<file path="src/rtl/snitch_acc_pkg.sv">
// Shared definitions for the accelerator response path: index/width helpers
// and the layout of one buffered response entry.
package snitch_acc_pkg;

  // Width needed to index n items; a single item still gets one bit.
  function automatic int unsigned idx_width(input int unsigned n);
    return (n > 32'd1) ? unsigned'($clog2(n)) : 32'd1;
  endfunction

  // Response ID width seen by the shared unit: core-local ID plus core select.
  function automatic int unsigned ext_id_width(input int unsigned id_width,
                                               input int unsigned core_count);
    return id_width + idx_width(core_count);
  endfunction

  // Bits of one stored entry: {id, data, error}.
  function automatic int unsigned entry_width(input int unsigned id_width,
                                              input int unsigned data_width);
    return id_width + data_width + 32'd1;
  endfunction

  localparam int unsigned DefaultIdWidth   = 5;
  localparam int unsigned DefaultDataWidth = 32;

  // Entry layout for the default configuration; parameterised instances use
  // the same field order packed into an entry_width() vector.
  typedef struct packed {
    logic [DefaultIdWidth-1:0]   id;
    logic [DefaultDataWidth-1:0] data;
    logic                        error;
  } acc_rsp_t;

endpackage

</file>
<file path="src/rtl/snitch_acc_rsp_fifo.sv">
// Single-core response FIFO with full/empty tracking.
// Optional feature: SNITCH_ACC_RSP_BYPASS_EN lets a response to an empty FIFO
// go straight to a ready core in the same cycle without being stored.
module snitch_acc_rsp_fifo #(
  parameter int unsigned Width = 38,
  parameter int unsigned Depth = 2
) (
  input  logic             clk_i,
  input  logic             rst_ni,
  input  logic             push_valid_i,
  output logic             push_ready_o,
  input  logic [Width-1:0] push_data_i,
  output logic             pop_valid_o,
  input  logic             pop_ready_i,
  output logic [Width-1:0] pop_data_o
);

  localparam int unsigned PtrWidth  = (Depth > 1) ? $clog2(Depth) : 1;
  localparam int unsigned FillWidth = $clog2(Depth + 1);
  localparam logic [PtrWidth-1:0]  LastPtr  = PtrWidth'(Depth - 1);
  localparam logic [FillWidth-1:0] FullFill = FillWidth'(Depth);

  logic [Width-1:0]     mem_q [Depth];
  logic [PtrWidth-1:0]  wr_ptr_q, wr_ptr_d;
  logic [PtrWidth-1:0]  rd_ptr_q, rd_ptr_d;
  logic [FillWidth-1:0] fill_q, fill_d;
  logic                 full, empty, bypass, push_en, pop_en;

  assign full  = (fill_q == FullFill);
  assign empty = (fill_q == '0);

`ifdef SNITCH_ACC_RSP_BYPASS_EN
  assign bypass = empty & push_valid_i & pop_ready_i;
`else
  assign bypass = 1'b0;
`endif

  // A full FIFO refuses the push even if the head pops this cycle.
  assign push_ready_o = ~full;
  assign push_en      = push_valid_i & ~full & ~bypass;
  assign pop_en       = ~empty & pop_ready_i;

  assign pop_valid_o = ~empty | bypass;
  assign pop_data_o  = bypass ? push_data_i : mem_q[rd_ptr_q];

  // Pointer advance with modulo-Depth wrap and fill-level bookkeeping.
  always_comb begin
    wr_ptr_d = wr_ptr_q;
    rd_ptr_d = rd_ptr_q;
    fill_d   = fill_q;
    if (push_en) wr_ptr_d = (wr_ptr_q == LastPtr) ? '0 : wr_ptr_q + 1'b1;
    if (pop_en)  rd_ptr_d = (rd_ptr_q == LastPtr) ? '0 : rd_ptr_q + 1'b1;
    if (push_en && !pop_en)      fill_d = fill_q + 1'b1;
    else if (!push_en && pop_en) fill_d = fill_q - 1'b1;
  end

  // Storage and pointer registers; reset clears entries so idle outputs read zero.
  always_ff @(posedge clk_i or negedge rst_ni) begin
    if (!rst_ni) begin
      wr_ptr_q <= '0;
      rd_ptr_q <= '0;
      fill_q   <= '0;
      for (int i = 0; i < Depth; i++) mem_q[i] <= '0;
    end else begin
      wr_ptr_q <= wr_ptr_d;
      rd_ptr_q <= rd_ptr_d;
      fill_q   <= fill_d;
      if (push_en) mem_q[wr_ptr_q] <= push_data_i;
    end
  end

endmodule

</file>
<file path="src/rtl/snitch_acc_rsp_buffer.sv">
// Per-core response buffering in front of a shared accelerator.
// Each core gets Depth credits; a request is only forwarded to the shared
// arbiter when a FIFO slot is guaranteed for its response, so a stalled core
// can never block responses to the others.
// Optional feature: SNITCH_ACC_RSP_BYPASS_EN (see snitch_acc_rsp_fifo).
module snitch_acc_rsp_buffer
  import snitch_acc_pkg::*;
#(
  parameter int unsigned CoreCount = 4,
  parameter int unsigned IdWidth   = 5,
  parameter int unsigned DataWidth = 32,
  parameter int unsigned Depth     = 2,
  localparam int unsigned LogCoreCount = idx_width(CoreCount),
  localparam int unsigned ExtIdWidth   = IdWidth + LogCoreCount
) (
  input  logic                           clk_i,
  input  logic                           rst_ni,
  input  logic [CoreCount-1:0]           core_qvalid_i,
  output logic [CoreCount-1:0]           core_qready_o,
  output logic [CoreCount-1:0]           arb_qvalid_o,
  input  logic [CoreCount-1:0]           arb_qready_i,
  input  logic                           rsp_valid_i,
  output logic                           rsp_ready_o,
  input  logic [ExtIdWidth-1:0]          rsp_id_i,
  input  logic [DataWidth-1:0]           rsp_data_i,
  input  logic                           rsp_error_i,
  output logic [CoreCount-1:0]           core_pvalid_o,
  input  logic [CoreCount-1:0]           core_pready_i,
  output logic [CoreCount*IdWidth-1:0]   core_pid_o,
  output logic [CoreCount*DataWidth-1:0] core_pdata_o,
  output logic [CoreCount-1:0]           core_perror_o
);

  localparam int unsigned EntryWidth = entry_width(IdWidth, DataWidth);
  localparam int unsigned CntWidth   = $clog2(Depth + 1);
  localparam logic [CntWidth-1:0] DepthCnt = CntWidth'(Depth);

  logic [LogCoreCount-1:0] rsp_sel;
  logic [31:0]             rsp_sel_ext;
  logic [EntryWidth-1:0]   rsp_entry;
  logic [CoreCount-1:0]    push_valid;
  logic [CoreCount-1:0]    push_ready;

  assign rsp_sel     = rsp_id_i[ExtIdWidth-1:IdWidth];
  assign rsp_sel_ext = 32'(rsp_sel);
  assign rsp_entry   = {rsp_id_i[IdWidth-1:0], rsp_data_i, rsp_error_i};

  // Ready reflects only the addressed FIFO; out-of-range selects are sunk.
  always_comb begin
    rsp_ready_o = 1'b1;
    for (int i = 0; i < CoreCount; i++) begin
      if (rsp_sel_ext == 32'(i)) rsp_ready_o = push_ready[i];
    end
  end

  for (genvar g = 0; g < CoreCount; g++) begin : gen_core
    logic [CntWidth-1:0]   cnt_q, cnt_d;
    logic [EntryWidth-1:0] head;
    logic                  credit_ok, issue, retire;

    assign push_valid[g] = rsp_valid_i & (rsp_sel_ext == 32'(g));

    assign credit_ok        = (cnt_q < DepthCnt);
    assign arb_qvalid_o[g]  = core_qvalid_i[g] & credit_ok;
    assign core_qready_o[g] = arb_qready_i[g] & credit_ok;

    assign issue  = core_qvalid_i[g] & core_qready_o[g];
    assign retire = core_pvalid_o[g] & core_pready_i[g];

    // Credit update; a stray response with no outstanding request cannot underflow.
    always_comb begin
      cnt_d = cnt_q;
      if (issue && !retire)                   cnt_d = cnt_q + 1'b1;
      else if (!issue && retire && cnt_q != '0) cnt_d = cnt_q - 1'b1;
    end

    // Credit register.
    always_ff @(posedge clk_i or negedge rst_ni) begin
      if (!rst_ni) cnt_q <= '0;
      else         cnt_q <= cnt_d;
    end

    snitch_acc_rsp_fifo #(
      .Width (EntryWidth),
      .Depth (Depth)
    ) i_fifo (
      .clk_i        (clk_i),
      .rst_ni       (rst_ni),
      .push_valid_i (push_valid[g]),
      .push_ready_o (push_ready[g]),
      .push_data_i  (rsp_entry),
      .pop_valid_o  (core_pvalid_o[g]),
      .pop_ready_i  (core_pready_i[g]),
      .pop_data_o   (head)
    );

    assign core_pid_o[g*IdWidth +: IdWidth]       = head[EntryWidth-1 -: IdWidth];
    assign core_pdata_o[g*DataWidth +: DataWidth] = head[DataWidth:1];
    assign core_perror_o[g]                       = head[0];
  end

endmodule

</file>
<file path="config.mk">
export PLATFORM = sky130hd
export DESIGN_NAME = snitch_acc_rsp_buffer
export DESIGN_NICKNAME = d
export VERILOG_FILES = /design/src/rtl/snitch_acc_pkg.sv /design/src/rtl/snitch_acc_rsp_fifo.sv /design/src/rtl/snitch_acc_rsp_buffer.sv
export SDC_FILE = /design/constraint.sdc
export NUM_CORES = 1
export LEC_CHECK = 0
export BUFFER_PORTS_ARGS = -buffer_cell sky130_fd_sc_hd__buf_2
export CORE_MARGIN = 10
export CORE_UTILIZATION = 41
export DETAILED_ROUTE_END_ITERATION = 8
export PLACE_DENSITY = 0.61
export SLEW_MARGIN = 20
export SYNTH_ARGS = -nofsm -noshare
export SYNTH_HDL_FRONTEND = slang
export SYNTH_HIERARCHICAL = 1
export SYNTH_SLANG_ARGS = --single-unit
</file>
<file path="constraint.sdc">
create_clock -name clk_i -period 1.5 [get_ports clk_i]
set_input_delay 0.375 -clock clk_i [delete_from_list [all_inputs] [get_ports clk_i]]
set_output_delay 0.375 -clock clk_i [all_outputs]
set_load 0.01 [all_outputs]
</file>
==> impl_metrics.csv <==
group,metric,value,unit
run_status,status,"finished, violations left",
run_status,violations,"setup timing",
cells_and_area,n_fill_cell,2908,
logic_synthesis,ys_ff_latch,328,
sta,rsz0062_at_grt,"true",
cells_and_area,syn2layout_area_growth,36.6,%
clock_tree,ctsHtreeMaxLevel,2,
place,place.gp.congestion,0.742,
floorplan,design.die.area,45400,um2
pwr,ir_worst_vdd,1.02,mV
clock_tree,clock_latency,510,ps
sta,finalHoldViolCount,0,
logic_synthesis,synthDistinctLibCells,34,
critical_path,cp-startpoint,"gen_core[0].i_fifo/rd_ptr_q",
grt,track_usage,17.1,%
sta,drv_slew,0,
route,dr.pass1.iters,4,
sta,fmax,470,MHz
flow_run,cap_viol_max_count,0,
critical_path,path_max_fanout,8,
critical_path,crit_end,"core_pdata_o[24]",
sta,final.setup.worst_slack,-626,ps
critical_path,rr_endpoint,"gen_core[3].i_fifo/mem_q[49]",
cells_and_area,drive_above_1_share,68.9,%
critical_path,cp_data_arrival_time,1750,ps
clock_tree,cts_tree,"built",
sta,final.min_clock_period,2130,ps
critical_path,startpoint_type,"flop",
floorplan,die_h,213,um
critical_path,cp.required,1120,ps
sta,setup_viol,378,
critical_path,r2r_slack,-280,ps
worst_hold_path,min_path_type,"input pin to flop",
logic_synthesis,syn-num-nets,991,
place,io_buffers,219,
floorplan,die_w,213,um
logic_synthesis,netlist_instances,932,
sta,worst_pin_slew,419,ps
route,drt-vias-per-instance,5.07,
grt,grt_pass1_wl,60500,um
critical_path,slowest_stage,"dfrtp_2",
critical_path,crit_path_end_kind,"primary output",
clock_tree,cts_buffer_depth,3,
pwr,p_leak,9.77,nW
clock_tree,cts.reportedPaths.clkPinSlew,60,ps
place,post-dp-hpwl,25700,um
logic_synthesis,yosysWarnings,6,
route,drc,0,
route,routed_wl,41700,um
route,wire_per_inst,23.6,um
clock_tree,cts_made_buffers,38,
clock_tree,clock-sinks,328,
cells_and_area,diodes,0,
critical_path,crit_chain,"buf_12 > clkbuf_16 > mux2_4 > buf_6",
grt,overflow,0,
grt,grt_antenna_before_repair,1,
logic_synthesis,async_reset_ff_share,100,%
floorplan,num_io_pins,220,
place,pre_cts_ws,-290,ps
logic_synthesis,synth_ff_type,"dfrtp_1",
critical_path,crit_type,"flop to primary output",
route,drt_iter0_drc,394,
cells_and_area,post-route-util,56.9,%
sta,min_period_over_period,142,%
floorplan,start_util,41.6,%
pwr,power.density,2480,nW/um2
logic_synthesis,synth_edf_count,0,
logic_synthesis,ys_seq_area_share,53.7,%
critical_path,r2r_start,"gen_core[3].i_fifo/fill_q[0]",
floorplan,fp.coreArea,36700,um2
clock_tree,cts_root_buffer,"clkbuf_16",
grt,grt_pass1_vias,9857,
route,ant_nets,0,
sta,skew,14.8,ps
grt,grt_start_max_net_pins,61,
critical_path,slowest_delay,460,ps
logic_synthesis,syn_avg_cell_area,16.4,um2
cells_and_area,nets,1327,
logic_synthesis,netlist_area,15300,um2
route,vias,8944,
critical_path,reg2regPathDepth,8,
floorplan,rows,70,
sta,slew_headroom,72.1,%
## routing by layer
metal | up-vias | GRT usage (%) | share of wire (%)
li1 | 4001 | - | -
met1 | 4736 | 24.3 | 48
met2 | 165 | 26.5 | 46
met3 | 40 | 3.61 | 4.4
met4 | 2 | 3.32 | 1.1
met5 | - | 0 | 0.026
## power breakdown
group	internal (mW)	total [mW]	switching [mW]	leakage, nW
Combinational	17.0	26.8	9.80	5.21
Clock	5.58	9.14	3.56	0.608
Sequential	13.3	15.9	2.56	3.95
Total	35.9	51.8	15.9	9.77
## critical path, delay by kind of cell, from the launching register on
kind,cells,cell delay (ps)
flip-flops,1,460
buffers and inverters,3,460
multiplexers,1,330
## kinds of logic (layout without fill, tap and decap cells)
group	after synthesis	after routing	share of synthesized area [%]
adder cells (fa/ha/maj)	4	4	0.328
buffers and inverters	49	412	3.57
multiplexers	457	457	37.7
AO/OA/AOI/OAI	15	15	0.729
XOR/XNOR	23	23	1.32
AND/OR/NAND/NOR	56	56	2.60
flip-flops	328	328	53.7
## layout by cell type (no fill, tap or decap), drive strengths merged, types with 6 or more instances in the layout
cell and count:
nand2 10, mux2 456, clkinv 6, nand2b 7, buf 329, and3b 6
dfrtp 328, xnor2 8, clkbuf 73, xor2 15, nor2b 8
## metrics by stage
| stage | hold slack, ps | std cells | setup TNS [ps] | power, mW | cell area (um2) |
|---|---|---|---|---|---|
| after floorplan | 79.4 | 932 | 0 | 27.8 | 15300 |
| after global placement | 283 | 1637 | -57550 | 35.0 | 17300 |
| after detailed placement | 272 | 1637 | -61900 | 35.3 | 17300 |
| after CTS | 114 | 1735 | -101120 | 48.4 | 19700 |
| after global routing | 144 | 1763 | -127080 | 54.6 | 20900 |
| final | 132 | 1763 | -109890 | 51.8 | 20900 |
## worst min-delay path by stage
stage / from / to / cells past startpoint
finish: core_qvalid_i[2] / gen_core[2].cnt_q[1] / 3
global route: core_qvalid_i[2] / gen_core[2].cnt_q[1] / 3
CTS: core_qvalid_i[2] / gen_core[2].cnt_q[1] / 3
detailed placement: rst_ni / gen_core[1].i_fifo/mem_q[51] / 1
global placement: rst_ni / gen_core[1].i_fifo/mem_q[51] / 1
floorplan: rst_ni / gen_core[0].cnt_q[0] / 0
## area by class of cell
cell class / count / area (um2) / share of cell area (%)
clock buffers: 59 / 1140 / 5.48
repair buffers: 344 / 3730 / 17.9
well taps: 468 / 586 / 2.81
clock inverters: 8 / 93.8 / 0.450
flip-flops and latches: 328 / 8210 / 39.4
multi-input cells: 555 / 7100 / 34.0
inverters: 1 / 3.75 / 0.0180
## synth_stat cells (2+ instances only)
library cell / number / share of area [%]
a22o_1: 3 / 0.17
a22oi_1: 3 / 0.15
a31o_2: 3 / 0.17
a31oi_1: 3 / 0.12
and2_1: 4 / 0.16
and3_4: 4 / 0.29
and3b_1: 2 / 0.11
and3b_4: 4 / 0.33
buf_12: 16 / 2.1
buf_2: 9 / 0.29
buf_4: 8 / 0.39
buf_6: 8 / 0.59
clkbuf_1: 7 / 0.17
dfrtp_1: 328 / 54
ha_1: 4 / 0.33
mux2_2: 296 / 22
mux2_4: 160 / 16
nand2_1: 10 / 0.25
nand2b_1: 3 / 0.12
nand2b_4: 4 / 0.36
nand3_1: 2 / 0.066
nand3b_1: 3 / 0.15
nor2_1: 5 / 0.12
nor2b_1: 8 / 0.33
o21ai_0: 2 / 0.066
or2_2: 4 / 0.16
xnor2_1: 8 / 0.46
xor2_1: 15 / 0.86
## sequential cells by signal, indices dropped and copies added (netlist names)
register                  flops
gen_core.cnt_q                8
gen_core.i_fifo/wr_ptr_q      4
gen_core.i_fifo/rd_ptr_q      4
gen_core.i_fifo/mem_q       304
gen_core.i_fifo/fill_q        8
## timing repair
action / in CTS / in global routing
resized for setup: 168 / 158
buffers inserted: 27 / 17
gates cloned: 3 / 16
hold endpoints to repair: 19 / 0
pin swaps: 4 / 6
hold buffers: 1 / 0
setup endpoints to repair: 195 / 423
No activity file was read; power rests on OpenSTA's default activity.
